**config.mk**
```make
export PLATFORM = sky130hd
export DESIGN_NAME = cp0_exc_ctrl
export DESIGN_NICKNAME = d
export VERILOG_FILES = /design/src/rtl/cp0_exc_ctrl.sv
export SDC_FILE = /design/constraint.sdc
export NUM_CORES = 1
export LEC_CHECK = 0
export CORE_MARGIN = 2
export CORE_UTILIZATION = 39
export CTS_CLUSTER_DIAMETER = 40
export DETAILED_ROUTE_END_ITERATION = 8
export PLACE_DENSITY_LB_ADDON = 0.25
export SYNTH_ARGS = -nofsm -noshare
export SYNTH_HDL_FRONTEND = slang
export SYNTH_SLANG_ARGS = --single-unit
```
**constraint.sdc**
```tcl
create_clock -name clk -period 2.3 [get_ports clk]
set_input_delay 0.345 -clock clk [delete_from_list [all_inputs] [get_ports clk]]
set_output_delay 0.345 -clock clk [all_outputs]
set_load 0.005 [all_outputs]
```
**src/rtl/cp0_exc_ctrl.sv**
```systemverilog
// cp0_exc_ctrl: WB-boundary trap sequencer driving CP0 update strobes, flush and fetch redirect
module cp0_exc_ctrl #(
  parameter logic [31:0] EXC_VECTOR   = 32'hBFC00380,
  parameter int          SYNC_STAGES  = 2,
  parameter int          BLANK_CYCLES = 2
) (
  input  logic        clk,
  input  logic        rst_n,
  input  logic        wb_valid,
  input  logic        wb_exc_req,
  input  logic [4:0]  wb_exc_code,
  input  logic        wb_eret,
  input  logic        wb_bd,
  input  logic [31:0] wb_pc,
  input  logic [31:0] wb_badvaddr,
  input  logic [5:0]  ext_int,
  input  logic        timer_int,
  input  logic [1:0]  cause_ip_sw,
  input  logic [7:0]  status_im,
  input  logic        status_ie,
  input  logic        status_exl,
  input  logic [31:0] epc,
  input  logic        redirect_ready,
  output logic [5:0]  ip_hw,
  output logic        cp0_exc_we,
  output logic        cp0_eret_we,
  output logic [4:0]  exc_code_o,
  output logic        exc_bd_o,
  output logic [31:0] exc_pc_o,
  output logic [31:0] exc_badvaddr_o,
  output logic        flush,
  output logic        stall_wb,
  output logic        redirect_valid,
  output logic [31:0] redirect_pc
);
  localparam int BW = $clog2(BLANK_CYCLES + 1);
  typedef enum logic [1:0] {IDLE, COMMIT, REDIRECT} state_t;
  state_t state, state_nx;
  logic [5:0] sync_q [SYNC_STAGES];
  logic [BW-1:0] blank_cnt;
  logic [7:0] pending;
  logic int_req, ev, take_eret, is_eret, hs;
  assign ip_hw = sync_q[SYNC_STAGES-1] | {timer_int, 5'b0};
  assign pending = {ip_hw, cause_ip_sw} & status_im;
  assign int_req = |pending && status_ie && !status_exl && blank_cnt == '0;
  assign ev = state == IDLE && wb_valid && (int_req || wb_exc_req || wb_eret);
  assign take_eret = !int_req && !wb_exc_req && wb_eret;
  assign hs = state != IDLE && redirect_ready;
  // ext_int synchronizer chain
  always_ff @(posedge clk or negedge rst_n) begin
    if (!rst_n) sync_q <= '{default: '0};
    else begin
      sync_q[0] <= ext_int;
      for (int i = 1; i < SYNC_STAGES; i++) sync_q[i] <= sync_q[i-1];
    end
  end
  // state register
  always_ff @(posedge clk or negedge rst_n) begin
    if (!rst_n) state <= IDLE;
    else state <= state_nx;
  end
  // next state: COMMIT can finish the handshake itself when fetch is already ready
  always_comb begin
    state_nx = state == IDLE ? (ev ? COMMIT : IDLE) : (redirect_ready ? IDLE : REDIRECT);
  end
  // outputs decoded from state; stall also covers the detection cycle
  always_comb begin
    flush = state == COMMIT;
    cp0_exc_we = flush && !is_eret;
    cp0_eret_we = flush && is_eret;
    redirect_valid = state != IDLE;
    stall_wb = state != IDLE || ev;
  end
  // interrupt blanking window after each accepted redirect
  always_ff @(posedge clk or negedge rst_n) begin
    if (!rst_n) blank_cnt <= '0;
    else if (hs) blank_cnt <= BW'(BLANK_CYCLES);
    else if (state == IDLE && blank_cnt != '0) blank_cnt <= blank_cnt - BW'(1);
  end
  // trap record and redirect target captured in the detection cycle
  always_ff @(posedge clk or negedge rst_n) begin
    if (!rst_n) begin
      is_eret <= 1'b0;
      exc_code_o <= '0;
      exc_bd_o <= 1'b0;
      exc_pc_o <= '0;
      exc_badvaddr_o <= '0;
      redirect_pc <= '0;
    end else if (ev) begin
      is_eret <= take_eret;
      exc_code_o <= int_req ? 5'd0 : wb_exc_code;
      exc_bd_o <= wb_bd;
      exc_pc_o <= wb_pc;
      exc_badvaddr_o <= wb_badvaddr;
      redirect_pc <= take_eret ? epc : EXC_VECTOR;
    end
  end
endmodule

```
# Word-level counts from Yosys, hierarchy flattened
# Cells that the tools add are included.
word_totals:
  regBits: 119
  wordCells: 45
op_classes:
  add_sub_neg: 1
  n_eq_ne: 1
  mux: 7
  n_bitwise: 2
  reduce_logical: 24
op_table:
  columns: ["op", "n"]
  rows:
  - ["two-way mux 32 bit", 1]
  - ["logical AND 1 bit", 11]
  - ["bitwise AND 8 bit", 1]
  - ["two-way mux 2 bit", 4]
  - ["OR reduction 8 bit", 1]
  - ["bitwise OR 6 bit", 1]
  - ["nonzero test 2 bit", 3]
  - ["two-way mux 5 bit", 1]
  - ["zero test 1 bit", 4]
  - ["zero test 2 bit", 2]
  - ["logical OR 1 bit", 3]
  - ["equality test 2 x 1 -> 1 bit, second input constant", 1]
  - ["subtractor 2 x 1 -> 2 bit, second input constant", 1]
  - ["two-way mux 1 bit", 1]

# Depth between registers and ports, before layout
depth:
  depth_word: 11
  mapped_depth: 10
  ltp_nobuf: 7

# Worst setup path after synthesis
# No wires, ideal clock.
synth_timing:
  path_type: "register to register"
  from: "register blank_cnt[0]"
  to: "register exc_badvaddr_o[0]"
  arrival_ps: 1842
  t_required_ps: 2175
  slack_ps: 333
  stages_incl_launch_ff: 11
  synth_period_minus_slack_ps: 1967
  cell_sequence: "dfrtp_1 > inv_1 > ha_1 > and3b_1 > clkbuf_1 > o211a_1 > o21ai_4 > inv_2 > buf_6 > buf_6 > mux2_4"
synth_between:
  elab_chain_len: 5
synth_lines:
  columns: ["element", "line", "text"]
  rows:
  - ["start, declared", "40", "logic [BW-1:0] blank_cnt;"]
  - ["start signal, assigned", "77", "else if (hs) blank_cnt <= BW'(BLANK_CYCLES);"]
  - ["start signal, assigned", "78", "else if (state == IDLE && blank_cnt != '0) blank_cnt <= blank_cnt - BW'(1);"]
  - ["zero test 2 bit", "45", "assign int_req = |pending && status_ie && !status_exl && blank_cnt == '0;"]
  - ["logical AND 1 bit", "45", null]
  - ["logical OR 1 bit (2 in series)", "46", "assign ev = state == IDLE && wb_valid && (int_req || wb_exc_req || wb_eret);"]
  - ["logical AND 1 bit", "46", null]
  - ["end signal, assigned", "94", "exc_badvaddr_o <= wb_badvaddr;"]
  - ["end, declared", "30", "output logic [31:0] exc_badvaddr_o,"]
# Every way passes these cells.
# A chain may end at the register's enable or synchronous reset.

# Final worst setup path
layout_timing:
  from: "input port status_im[1]"
  to: "output port stall_wb"
layout_between:
  elab_chain_len: 9
layout_lines:
  columns: ["element", "line", "text"]
  rows:
  - ["start, declared", "19", "input logic [7:0] status_im,"]
  - ["bitwise AND 8 bit", "44", "assign pending = {ip_hw, cause_ip_sw} & status_im;"]
  - ["OR reduction 8 bit", "45", null]
  - ["logical AND 1 bit (3 in series)", "45", null]
  - ["logical OR 1 bit (2 in series)", "46", null]
  - ["logical AND 1 bit", "46", null]
  - ["logical OR 1 bit", "72", "stall_wb = state != IDLE || ev;"]
  - ["end, declared", "32", "output logic stall_wb,"]
# Every way passes these cells.

==> results by group <==
Worst setup path
  – Cell chain of the critical path: clkdlybuf4s50_1, a222oi_1, nand4_2, a21oi_1, o21ai_0, dlygate4sd2_1
  – Worst Path Required: between 1.5 and 2 ns
  – Worst Setup Start Kind: input pin
  – Buf/Inv on CP: 2
  – CP peak stage delay: just over 0.4 ns
  – Cell family with most CP delay: buffers and inverters
  – Worst endpoint data arrival time: 1.82 ns
  – Crit path depth: 6
  – Highest-delay cell along the critical path: clkdlybuf4s50_1
  – Crit. End Element: output pin
  – Kind of critical path: input pin to output pin
  – Worst-path fanout max: 2
  – Reg2reg path depth: 8

Place
  – Placement Cell Area: roughly 7000 sq um
  – Detailed placement HPWL: between 9000 and 10000 microns
  – Number of port buffers: between 200 and 250
  – Placed cells: between 600 and 700
  – GPL Wtd Cong: ~0.80

Yosys
  – Share of the synthesized area in the top cell type: 67.42%
  – Syn Area/Cell: approximately 16 sq um
  – Synth top area cells: dfrtp_1 (67%), mux2_2 (15%), a22o_1 (5.0%), o22a_1 (2.6%), mux2_4 (2.4%)
  – Syn nets: approximately 410
  – Sequential-to-total area share from yosys stat: about 67%
  – Largest family of logic cells by synthesized area: multiplexers
  – Synth Area in Simple Gates: between 1.5 and 2%
  – Post-Synth XOR/XNOR Area: 0%
  – Netlist Area Pre-Place: between 4000 and 5000 sq um
  – Synth Register Bits: approximately 120
  – Leading area contributor after synthesis: dfrtp_1
  – Ys Warns: 0
  – Post-synthesis adder-cell area fraction: less than 1%
  – Post-Syn Instances: ~280
  – Mux share of post-synthesis cell area: between 15 and 20%
  – Synth Area in Compound Gates: under 10%
  – Synth cell types: 31

Die
  – I/O pins: 240
  – Initial core utilization: 40.39%
  – Row count: 38
  – Die width: ~110 microns
  – Die area: 12190 sq um
  – Core footprint: approximately 11000 sq um
  – Die height: around 110 microns

Layout
  – ANT cells: 0
  – Layout area overhead: 73.94%
  – Commonest non-fill, non-tap cell in the layout: clkdlybuf4s50_1
  – Finished Cell Area: approximately 7700 sq um
  – Proportion of layout cells with a drive suffix above 1: a little over a fifth
  – Commonest cells after routing, fill and taps aside: clkdlybuf4s50_1 (237), dfrtp_1 (119), mux2_2 (58)
  – Multi-input gate area: around 1300 sq um
  – Sequential Area: 2978 sq um
  – Nets@finish: 660
  – Final non-filler cell total: approximately 700
  – Fill cells: between 700 and 800

Hold path
  – Hold path depth: 0
  – Min-delay worst type: flip-flop to flip-flop

Job
  – Maxcap violations: 0

STA
  – RSZ-0062 raised after global routing: false
  – Hold Slack: between 0.3 and 0.4 ns
  – Final Max Slew Viols: 0
  – Final worst path period share: roughly 94%
  – F_max: ~0.46 GHz
  – Fin Setup TNS: 0 ns
  – Final min period: between 2 and 2.5 ns
  – Final count of negative-setup-slack endpoints: 0
  – Worst Tran Pin Value: between 0.4 and 0.5 ns
  – Clock Skew: 0.009950 ns
  – Max-Slew Margin vs Limit: around 72%
  – Final hold violation count: 0

Clock tree
  – CTS sink count: 119
  – Root buffer cell: clkbuf_16
  – Clk pin slew, worst setup/hold paths: roughly 0.05 ns
  – Total CTS buffers: 17
  – CTS tree: yes
  – Worst-Skew Late Latency: 0.40 ns
  – H-tree Lvls: 4
  – CTS max path bufs: 2

Routing
  – Antenna-violating nets left: 0
  – TritonRoute pass-1 iters: 4
  – DRC viols: 0
  – DR vias: 3369
  – WL final: approximately 12000 microns
  – Routed length per instance: approximately 18 microns
  – Vias/cell: roughly 4.9
  – Initial DRC Count: 109

GRT
  – Global-route wire length before repair: just over 20000 microns
  – GRT Util Overall: approximately a fifth
  – Gr ovfl total: 0
  – Number of global-route vias before repair: 3797
  – Largest net degree at the start of global routing: 62
  – Initial antenna violation count: 0

Pwr
  – P_leak: ~3.3 nW
  – Final Power: about 0.0077 W
  – Worst IR Drop VDD: between 0.0005 and 0.0006 V
  – PwrDens: approximately 1000 nW/um^2

Run status
  – Status: finished, final reports clean
[metrics by stage]
stage | util [%] | setup WS, ns
5_1_grt | 70.25 | 0.02024
2_1_floorplan | - | 0.3328
3_3_place_gp | 64.18 | -0.1215
6_report | 70.25 | 0.1307
4_1_cts | 70.25 | 0.1337
3_5_place_dp | 64.18 | -0.1432
[cell type report]
type / instances / area share [%]
Sequential cell: 119 / 38.76
Clock buffer: 25 / 6.580
Timing Repair Buffer: 255 / 33.18
Inverter: 7 / 0.3583
Tap cell: 140 / 2.280
Clock inverter: 7 / 1.808
Multi-Input combinational cell: 132 / 17.04
[cells by family (layout without fill, tap and decap cells)]
logic type               Yosys count  after routing
flip-flops                       119            119
AO/OA/AOI/OAI                     52             52
adder cells (fa/ha/maj)            1              1
AND/OR/NAND/NOR                   13             13
buffers and inverters             26            294
multiplexers                      66             66
[power by group]
group,total [W],internal [W],switching [W]
logic,0.00205,0.00142,0.000633
registers,0.00284,0.00258,0.000258
clock network,0.00283,0.00196,0.000869
total,0.00771,0.00595,0.00176
[repair_timing]
action	CTS	global route
setup endpoints to repair	1	1
hold buffers	1	0
buffers inserted	1	0
pin swaps	2	2
endpoints found under the hold margin	18	0
resized for setup	3	0
[cells in the mapped netlist]
master / count
clkbuf_1: 6
nand3_1: 2
mux2_2: 58
nor2_1: 2
buf_2: 6
or2_2: 2
o22a_1: 13
nand4_2: 1
a22oi_1: 2
and3b_1: 1
a211oi_1: 1
o21ai_4: 1
ha_1: 1
and2_1: 2
nor2b_1: 1
o211a_1: 1
mux2_4: 7
buf_4: 5
inv_1: 6
o21ai_0: 2
a21oi_1: 4
or3_1: 1
a211o_1: 1
a2bb2oi_1: 1
a222oi_1: 1
dfrtp_1: 119
a22o_1: 25
mux2i_1: 1
inv_2: 1
buf_6: 2
nand2_1: 1
[layer usage]
layer  wire length, microns  up-vias  global-route usage [%]
li1                       -     1517                       -
met5                      0        -                       0
met1                   4716     1664                   23.42
met2                   6233      177                   36.36
met3                   1237       11                   9.276
met4                    171        0                   7.500
[registers in the layout, summed over array words and instances (netlist names)]
| signal | count |
|---|---|
| exc_badvaddr_o | 32 |
| sync_q | 12 |
| redirect_pc | 32 |
| exc_code_o | 5 |
| exc_pc_o | 32 |
| state | 2 |
| exc_bd_o | 1 |
| blank_cnt | 2 |
| is_eret | 1 |
[final timing paths]
| check | startpoint | end | slack (ns) |
|---|---|---|---|
| setup / recovery | status_im[1] | stall_wb | 0.13 |
| hold / removal | sync_q[9]$_DFF_PN0_ | sync_q[3]$_DFF_PN0_ | 0.35 |
| setup reg to reg | blank_cnt[0]$_DFFE_PN0P_ | exc_bd_o$_DFFE_PN0P_ | 0.23 |
| hold reg to reg | sync_q[9]$_DFF_PN0_ | sync_q[3]$_DFF_PN0_ | 0.35 |
| max in group asynchronous | rst_n | exc_badvaddr_o[10]$_DFFE_PN0P_ | 1.31 |
| min in group asynchronous | rst_n | redirect_pc[11]$_DFFE_PN0P_ | 0.38 |
No activity file was read; power rests on OpenSTA's default activity.
